### src/rtl/riscv_pkg.sv
// Shared RISC-V definitions used by the fetch stage and the control unit.
// Holds opcode constants, instruction field positions and the fetch entry type.
package riscv_pkg;

    localparam logic [6:0]  OP_R      = 7'b0110011;
    localparam logic [6:0]  OP_I      = 7'b0010011;
    localparam logic [6:0]  OP_LUI    = 7'b0110111;
    localparam logic [6:0]  OP_SYSTEM = 7'b1110011;

    localparam logic [31:0] NOP = 32'h0000_0013;

    localparam int OPCODE_LSB = 0;
    localparam int OPCODE_MSB = 6;
    localparam int FUNCT3_LSB = 12;
    localparam int FUNCT3_MSB = 14;
    localparam int FUNCT7_LSB = 25;
    localparam int FUNCT7_MSB = 31;
    localparam int CSR_LSB    = 20;
    localparam int CSR_MSB    = 31;

    typedef struct packed {
        logic [31:0] word;
        logic [31:0] pc;
    } fetch_entry_t;

endpackage

### src/rtl/fetch_buf.sv
// Two-entry FIFO of fetched {word, pc} pairs sitting between fetch and decode.
// Head is always in r_head so the consumer sees a registered output.
module fetch_buf
    import riscv_pkg::*;
(
    input  logic         clk,
    input  logic         rst,
    input  logic         i_flush,
    input  logic         i_push,
    input  fetch_entry_t i_pushEntry,
    input  logic         i_pop,
    output fetch_entry_t o_head,
    output logic [1:0]   o_count
);

    fetch_entry_t r_head;
    fetch_entry_t r_tail;
    logic [1:0]   r_count;

    always_ff @(posedge clk) begin
        if (rst || i_flush) begin
            r_head  <= '0;
            r_tail  <= '0;
            r_count <= 2'd0;
        end else begin
            case ({i_push, i_pop})
                2'b10: begin
                    if (r_count == 2'd0) begin
                        r_head <= i_pushEntry;
                    end else begin
                        r_tail <= i_pushEntry;
                    end
                    r_count <= r_count + 2'd1;
                end
                2'b01: begin
                    r_head  <= r_tail;
                    r_count <= r_count - 2'd1;
                end
                // Push and pop together: occupancy is unchanged, entries shift forward.
                2'b11: begin
                    if (r_count == 2'd2) begin
                        r_head <= r_tail;
                        r_tail <= i_pushEntry;
                    end else begin
                        r_head <= i_pushEntry;
                    end
                end
                default: ;
            endcase
        end
    end

    assign o_head  = r_head;
    assign o_count = r_count;

endmodule

### src/rtl/instr_fetch.sv
// Instruction fetch stage: owns the PC, issues synchronous-read memory requests
// and queues returned words for decode; a redirect flushes and restarts fetch.
module instr_fetch
    import riscv_pkg::*;
#(
    parameter int          ADDR_W   = 10,
    parameter logic [31:0] RESET_PC = 32'h0000_0000
) (
    input  logic              clk,
    input  logic              rst,
    output logic              imem_en,
    output logic [ADDR_W-1:0] imem_addr,
    input  logic [31:0]       imem_rdata,
    input  logic              redirect,
    input  logic [31:0]       redirect_pc,
    output logic              instr_valid,
    input  logic              instr_ready,
    output logic [31:0]       instr,
    output logic [31:0]       instr_pc,
    output logic [6:0]        opcode,
    output logic [2:0]        funct3,
    output logic [6:0]        funct7,
    output logic [11:0]       csr
);

    logic [31:0]  r_fetchPc;
    logic [31:0]  r_inflightPc;
    logic         r_inflight;

    logic         w_pop;
    logic         w_push;
    logic [1:0]   w_count;
    logic [2:0]   w_occupancy;
    fetch_entry_t w_head;
    fetch_entry_t w_pushEntry;

    assign w_pop = instr_valid & instr_ready;

    // Slots already claimed after this cycle's pop; never more than two outstanding.
    assign w_occupancy = {1'b0, w_count} + {2'b00, r_inflight} - {2'b00, w_pop};
    assign imem_en     = !rst && !redirect && (w_occupancy < 3'd2);
    assign imem_addr   = r_fetchPc[ADDR_W+1:2];

    assign w_push      = r_inflight && !redirect;
    assign w_pushEntry = '{word: imem_rdata, pc: r_inflightPc};

    always_ff @(posedge clk) begin
        if (rst) begin
            r_fetchPc    <= RESET_PC & ~32'h3;
            r_inflightPc <= 32'h0;
            r_inflight   <= 1'b0;
        end else if (redirect) begin
            r_fetchPc  <= redirect_pc & ~32'h3;
            r_inflight <= 1'b0;
        end else begin
            r_inflight <= imem_en;
            if (imem_en) begin
                r_inflightPc <= r_fetchPc;
                r_fetchPc    <= r_fetchPc + 32'd4;
            end
        end
    end

    fetch_buf u_buf (
        .clk         (clk),
        .rst         (rst),
        .i_flush     (redirect),
        .i_push      (w_push),
        .i_pushEntry (w_pushEntry),
        .i_pop       (w_pop),
        .o_head      (w_head),
        .o_count     (w_count)
    );

    assign instr_valid = (w_count != 2'd0);
    assign instr       = w_head.word;
    assign instr_pc    = w_head.pc;
    assign opcode      = instr[OPCODE_MSB:OPCODE_LSB];
    assign funct3      = instr[FUNCT3_MSB:FUNCT3_LSB];
    assign funct7      = instr[FUNCT7_MSB:FUNCT7_LSB];
    assign csr         = instr[CSR_MSB:CSR_LSB];

endmodule
### config.mk
export PLATFORM = sky130hd
export DESIGN_NAME = instr_fetch
export DESIGN_NICKNAME = d
export VERILOG_FILES = /design/src/rtl/riscv_pkg.sv /design/src/rtl/fetch_buf.sv /design/src/rtl/instr_fetch.sv
export SDC_FILE = /design/constraint.sdc
export NUM_CORES = 1
export LEC_CHECK = 0
export ABC_CLOCK_PERIOD_IN_PS = 3400
export CAP_MARGIN = 20
export CORE_UTILIZATION = 40
export DETAILED_ROUTE_END_ITERATION = 7
export GPL_TIMING_DRIVEN = 0
export HOLD_SLACK_MARGIN = 0.05
export PLACE_DENSITY = 0.67
export SLEW_MARGIN = 25
export SYNTH_ARGS = -nofsm -noshare
export SYNTH_HDL_FRONTEND = slang
export SYNTH_SLANG_ARGS = --single-unit
export TNS_END_PERCENT = 5
### constraint.sdc
create_clock -name clk -period 3.4 [get_ports clk]
set_clock_uncertainty 0.2 [all_clocks]
set_input_delay 0.68 -clock clk [delete_from_list [all_inputs] [get_ports clk]]
set_output_delay 0.68 -clock clk [all_outputs]
set_load 0.03 [all_outputs]
==> results of run 1 <==
-- cells in the mapped netlist, types with 4 or more instances --
library cell  number
and3_1             6
dfxtp_1          187
or3_1              5
nand3_1           82
or4_1             13
nand2_1           82
buf_2              4
a211oi_1          69
xor2_1             8
and4_1             6
buf_1             11
nand4_1           14
a22oi_1           62
a21oi_1          100
nor3_1             6
a31oi_1            4
buf_4             41
o31ai_1            7
nor2_1            89
a311oi_1          10
and2_1             6
ha_1               5
clkbuf_1          79
o21ai_0           69
inv_1             13
-- per-layer routing --
| layer | track usage | wire [um] |
|---|---|---|
| met3 | 0.0407 | 1540 |
| met5 | 0 | 0 |
| met4 | 0.0714 | 294 |
| met1 | 0.313 | 11000 |
| met2 | 0.352 | 11200 |
-- report_power, final --
part           switching (W)  internal (W)
clock               0.000870       0.00124
combinational       0.000377      0.000284
sequential         0.0000775       0.00226
-- repair_timing --
item / in CTS / in global routing
buffers inserted: 11 / 2
pin swaps: 4 / 2
resized for setup: 44 / 35
endpoints found under the setup margin: 158 / 122
hold buffers: 0 / 0
-- worst paths after layout --
kind	from	to	slack [ns]
min	r_inflightPc[11]$_SDFFE_PP0P_	r_inflightPc[11]$_SDFFE_PP0P_	0.27
max reg2reg	u_buf.o_count[1]$_SDFFE_PP0P_	r_fetchPc[31]$_SDFFE_PP0P_	0.14
min reg2reg	r_inflightPc[11]$_SDFFE_PP0P_	r_inflightPc[11]$_SDFFE_PP0P_	0.27
max	u_buf.o_count[1]$_SDFFE_PP0P_	imem_en	0.001
-- sequential cells by signal (all words and copies together) (netlist names) --
signal         cells
r_fetchPc         30
u_buf.o_count      2
u_buf.r_tail      62
r_inflightPc      30
r_inflight         1
u_buf.o_head      62
-- worst max-delay path, stage by stage (launching register included) --
cell      delay, ns
dfxtp_2        0.33
buf_8          0.12
o21ai_4        0.13
inv_2          0.07
ha_4           0.20
nand2b_4       0.14
fa_2           0.58
buf_8          0.11
nand3_4        0.08
clkinv_4       0.07
clkbuf_8       0.12
buf_6          0.12
-- through the flow --
stage / hold WS [ns] / setup slack [ns] / utilization
final: 0.274 / 0.00112 / 0.553
after floorplan: 0.246 / 0.0157 / -
after global placement: 0.259 / -1.44 / 0.511
after detailed placement: 0.266 / -1.42 / 0.511
after global routing: 0.295 / -0.0842 / 0.553
after CTS: 0.275 / -0.104 / 0.551
-- cells by family after synthesis --
group	synth area share
AO/OA/AOI/OAI	0.258
buffers and inverters	0.0869
adder cells (fa/ha/maj)	0.00984
other	0.000447
XOR/XNOR	0.0127
AND/OR/NAND/NOR	0.186
flip-flops	0.446
-- area by class of cell --
type	instances	area, sq um	share of cell area
Timing Repair Buffer	180	1770	0.157
Clock inverter	14	193	0.0171
Buffer	132	724	0.0641
Inverter	14	57.6	0.00510
Clock buffer	18	429	0.0380
Tap cell	270	338	0.0299
Sequential cell	187	3750	0.332
Multi-Input combinational cell	686	4030	0.357
==> impl_metrics.tcl, run 1 <==
set metrics [dict create \
    layout-drive-gt1-share 0.114 \
    p_per_area_nw_per_um2 452 \
    setup_viol 0 \
    syn_to_final_growth_pct 34.5 \
    nets 1292 \
    clockBufferDepth 2 \
    ir_drop_mv 0.341 \
    holdCritPathClass "reg2reg" \
    drt_first_pass_iters 5 \
    fin_cells 1501 \
    die_w_um 147 \
    critPathLaunchType "flop" \
    synth.area.top_cells "dfxtp_1, a211oi_1, a21oi_1" \
    p_leak_nw 3.80 \
    worstSetupPathType "reg2out" \
    status "finished clean" \
    cts-root-buf "clkbuf_16" \
    tritoncts "done" \
    syn_inst 1022 \
    htreeDepth 4 \
    final_common_cell "dfxtp_1" \
    initial_core_util 0.411 \
    synth_area_sq_um 8400 \
    rsz0062_at_grt "yes" \
    fmax_mhz 294 \
    grt_overflow_total 0 \
    path_max_fanout 3 \
    ant_nets 0 \
    grt_pass1_vias 7644 \
    cts_made_buffers 17 \
    slew_viol_final 0 \
    io_pins 173 \
    vias 8176 \
    final-hold-violation-count 0 \
    tns_ns 0 \
    yosys.area.top_type "dfxtp_1" \
    async_reset_ff_frac 0 \
    drc_errors 0 \
    yosys.area.top_type_share 0.446 \
    maxSlewHeadroom 0.468 \
    wl_per_cell_um 16.0 \
    final_area_sq_um 11300 \
    port_buffers 167 \
    dieArea_sq_um 21600 \
    design.core.area_sq_um 20400 \
    grt_usage 0.225 \
    die_h_um 147 \
    worst_pin_slew_ns 0.791 \
    dpl.cell_count 1460 \
    fillers 1958 \
    drtIter0Drc 574 \
    period_needed_ns 3.40 \
    grt_pass1_wl_mm 39.2 \
    final_cell_mix "dfxtp_1, clkdlybuf4s50_1, a21oi_1" \
    gp_congestion 0.904 \
    ys_ff_latch 187 \
    cts.clk_slew.worst_paths_ns 0.07 \
    antenna_found_initial 0 \
    syn-mean-instance-area_sq_um 8.21 \
    max_cap_violations 0 \
    yosysWarnings 0 \
    routed_via_density 5.45 \
    endpoint_kind "output pin" \
    grt_max_degree 17 \
    hold-path-cell-count 2 \
    antennaDiodeCount 0 \
    synth_ff_type "dfxtp_1" \
    rr_worst_depth 11 \
    routed_wl_mm 24.0 \
    fin_crit_sh 1.00 \
    power.total_w 0.00510 \
    cp.arrival_ns 2.52 \
    cts.sinks 187 \
    yosysSeqAreaShare 0.446 \
    cp_data_required_time_ns 2.52 \
    worstSkewPairLatency_ns 0.43 \
    dp_hpwl_mm 17.0 \
    place_area_sq_um 10400 \
    synth_edf_count 0 \
    synth_cell_types 55 \
    rows 52 \
]
(Power assumes the default switching activity.)
==> run 2, diff against run 1 <==
Settings changed: ABC_CLOCK_PERIOD_IN_PS 3400 to 3300, PLACE_DENSITY 0.67 to default.
Clock period 3.4 ns to 3.3 ns, I/O delays scaled along.
==> run 2 against run 1 <==
  * The run now ends with setup timing left
  * Sequential share of layout area decreased by 0.077 points
  * Clock power increased by 4%
  * Cell area increased by 0.23%
  * Power increased by 3.5%
  * First-iteration DRC count decreased by 24%
  * Critical path depth unchanged
  * Combinational power increased by 3.8%
  * Register-to-register slack got worse by 0.16 ns
  * Setup slack got worse by 0.071 ns
  * Sequential power increased by 3%
  * Critical endpoint unchanged
==> impl_metrics.tcl, run 2 (synthesized netlist as in run 1, its figures left out) <==
set metrics [dict create \
    final_common_cell "dfxtp_1" \
    die_h_um 147 \
    rsz0062_at_grt "yes" \
    slew_viol_final 0 \
    drtIter0Drc 434 \
    status "complete, but fails checks" \
    layout-drive-gt1-share 0.117 \
    path_max_fanout 3 \
    critPathLaunchType "primary input" \
    antennaDiodeCount 0 \
    violations "setup timing" \
    worstSkewPairLatency_ns 0.43 \
    hold_buffers 0 \
    syn_to_final_growth_pct 34.8 \
    tritoncts "done" \
    drt_first_pass_iters 5 \
    final-hold-violation-count 0 \
    clockBufferDepth 2 \
    setup_ws_ns -0.0696 \
    grt_overflow_total 0 \
    initial_core_util 0.411 \
    routed_via_density 5.37 \
    hold-worst-slack_ns 0.274 \
    ant_nets 0 \
    dpl.cell_count 1460 \
    worstSetupPathType "in2out" \
    cts.sinks 187 \
    timing.rr.start "u_buf.o_count[1]$_SDFFE_PP0P_" \
    rows 52 \
    fillers 1995 \
    gp_congestion 0.846 \
    setup_viol 2 \
    wl_per_cell_um 16.3 \
    grt_usage 0.228 \
    io_pins 173 \
    cts_made_buffers 17 \
    max_cap_violations 0 \
    endpoint_kind "output pin" \
    grt_pass1_wl_mm 39.4 \
    port_buffers 167 \
    grt_pass1_vias 7387 \
    fmax_mhz 297 \
    vias 8056 \
    fin_cells 1499 \
    maxSlewHeadroom 0.480 \
    cts.clk_slew.worst_paths_ns 0.06 \
    final_cell_mix "dfxtp_1, clkdlybuf4s50_1, a21oi_1" \
    cp.arrival_ns 2.51 \
    holdCritPathClass "reg2reg" \
    cts-root-buf "clkbuf_16" \
    dieArea_sq_um 21600 \
    antenna_found_initial 0 \
    fin_crit_sh 1.02 \
    drc_errors 0 \
    period_needed_ns 3.37 \
    grt_max_degree 17 \
    worst_pin_slew_ns 0.775 \
    die_w_um 147 \
    routed_wl_mm 24.5 \
    ir_drop_mv 0.326 \
    p_leak_nw 3.80 \
    cp_data_required_time_ns 2.44 \
    worstHoldStart "r_inflightPc[6]$_SDFFE_PP0P_" \
    cp-startpoint "instr_ready" \
    nets 1290 \
    p_per_area_nw_per_um2 466 \
    htreeDepth 4 \
    dp_hpwl_mm 17.4 \
    design.core.area_sq_um 20400 \
]
run 2: per-layer routing:
metal,up-vias,GRT usage,share of wire
li1,4069,-,-
met3,19,0.0360,0.058
met5,-,0,0
met4,0,0.0724,0.011
met2,268,0.354,0.46
met1,3700,0.324,0.47
run 2: final timing paths:
path,endpoint,slack [ns],cells past startpoint
setup / recovery,imem_en,-0.07,11
hold / removal,r_inflightPc[6]$_SDFFE_PP0P_,0.27,2
setup reg to reg,r_fetchPc[22]$_SDFFE_PP0P_,-0.02,12
hold reg to reg,r_inflightPc[6]$_SDFFE_PP0P_,0.27,2
run 2: critical path, cell delays in order:
cell and delay, ns:
dlygate4sd2_1 0.27, o21ai_4 0.07, inv_2 0.07, ha_4 0.20, nand2b_4 0.13, fa_2 0.57
clkbuf_8 0.14, nand3_4 0.08, clkinv_4 0.07, clkbuf_16 0.12, buf_8 0.11
run 2: area by class of cell:
cell class	count	area, sq um	area share
clock buffer	18	439	0.0388
buffer	132	739	0.0653
multi-input combinational	686	4050	0.357
inverter	14	57.6	0.00508
sequential	187	3750	0.331
timing repair buffer	178	1760	0.156
clock inverter	14	191	0.0169
tap	270	338	0.0298
run 2: metrics by stage:
stage	total power, W	instance area (sq um)	utilization	setup TNS, ns	setup slack (ns)
CTS	0.00532	11300	0.552	-8.36	-0.197
finish	0.00528	11300	0.554	-0.0978	-0.0696
floorplan	0.00283	8450	-	0	0.00876
global route	0.00549	11300	0.554	-0.366	-0.155
detailed placement	0.00312	10500	0.512	-191.54	-1.45
global placement	0.00312	10500	0.512	-191.83	-1.46
run 2: where the power goes:
group / switching (W) / internal (W)
sequential: 0.0000781 / 0.00233
clock: 0.000899 / 0.00129
combinational: 0.000393 / 0.000293
run 2: repair_timing:
| item | CTS | global route |
|---|---|---|
| gates cloned | 0 | 0 |
| pin swaps | 3 | 3 |
| buffers inserted | 9 | 2 |
| endpoints found under the setup margin | 159 | 132 |
| resized for setup | 49 | 19 |
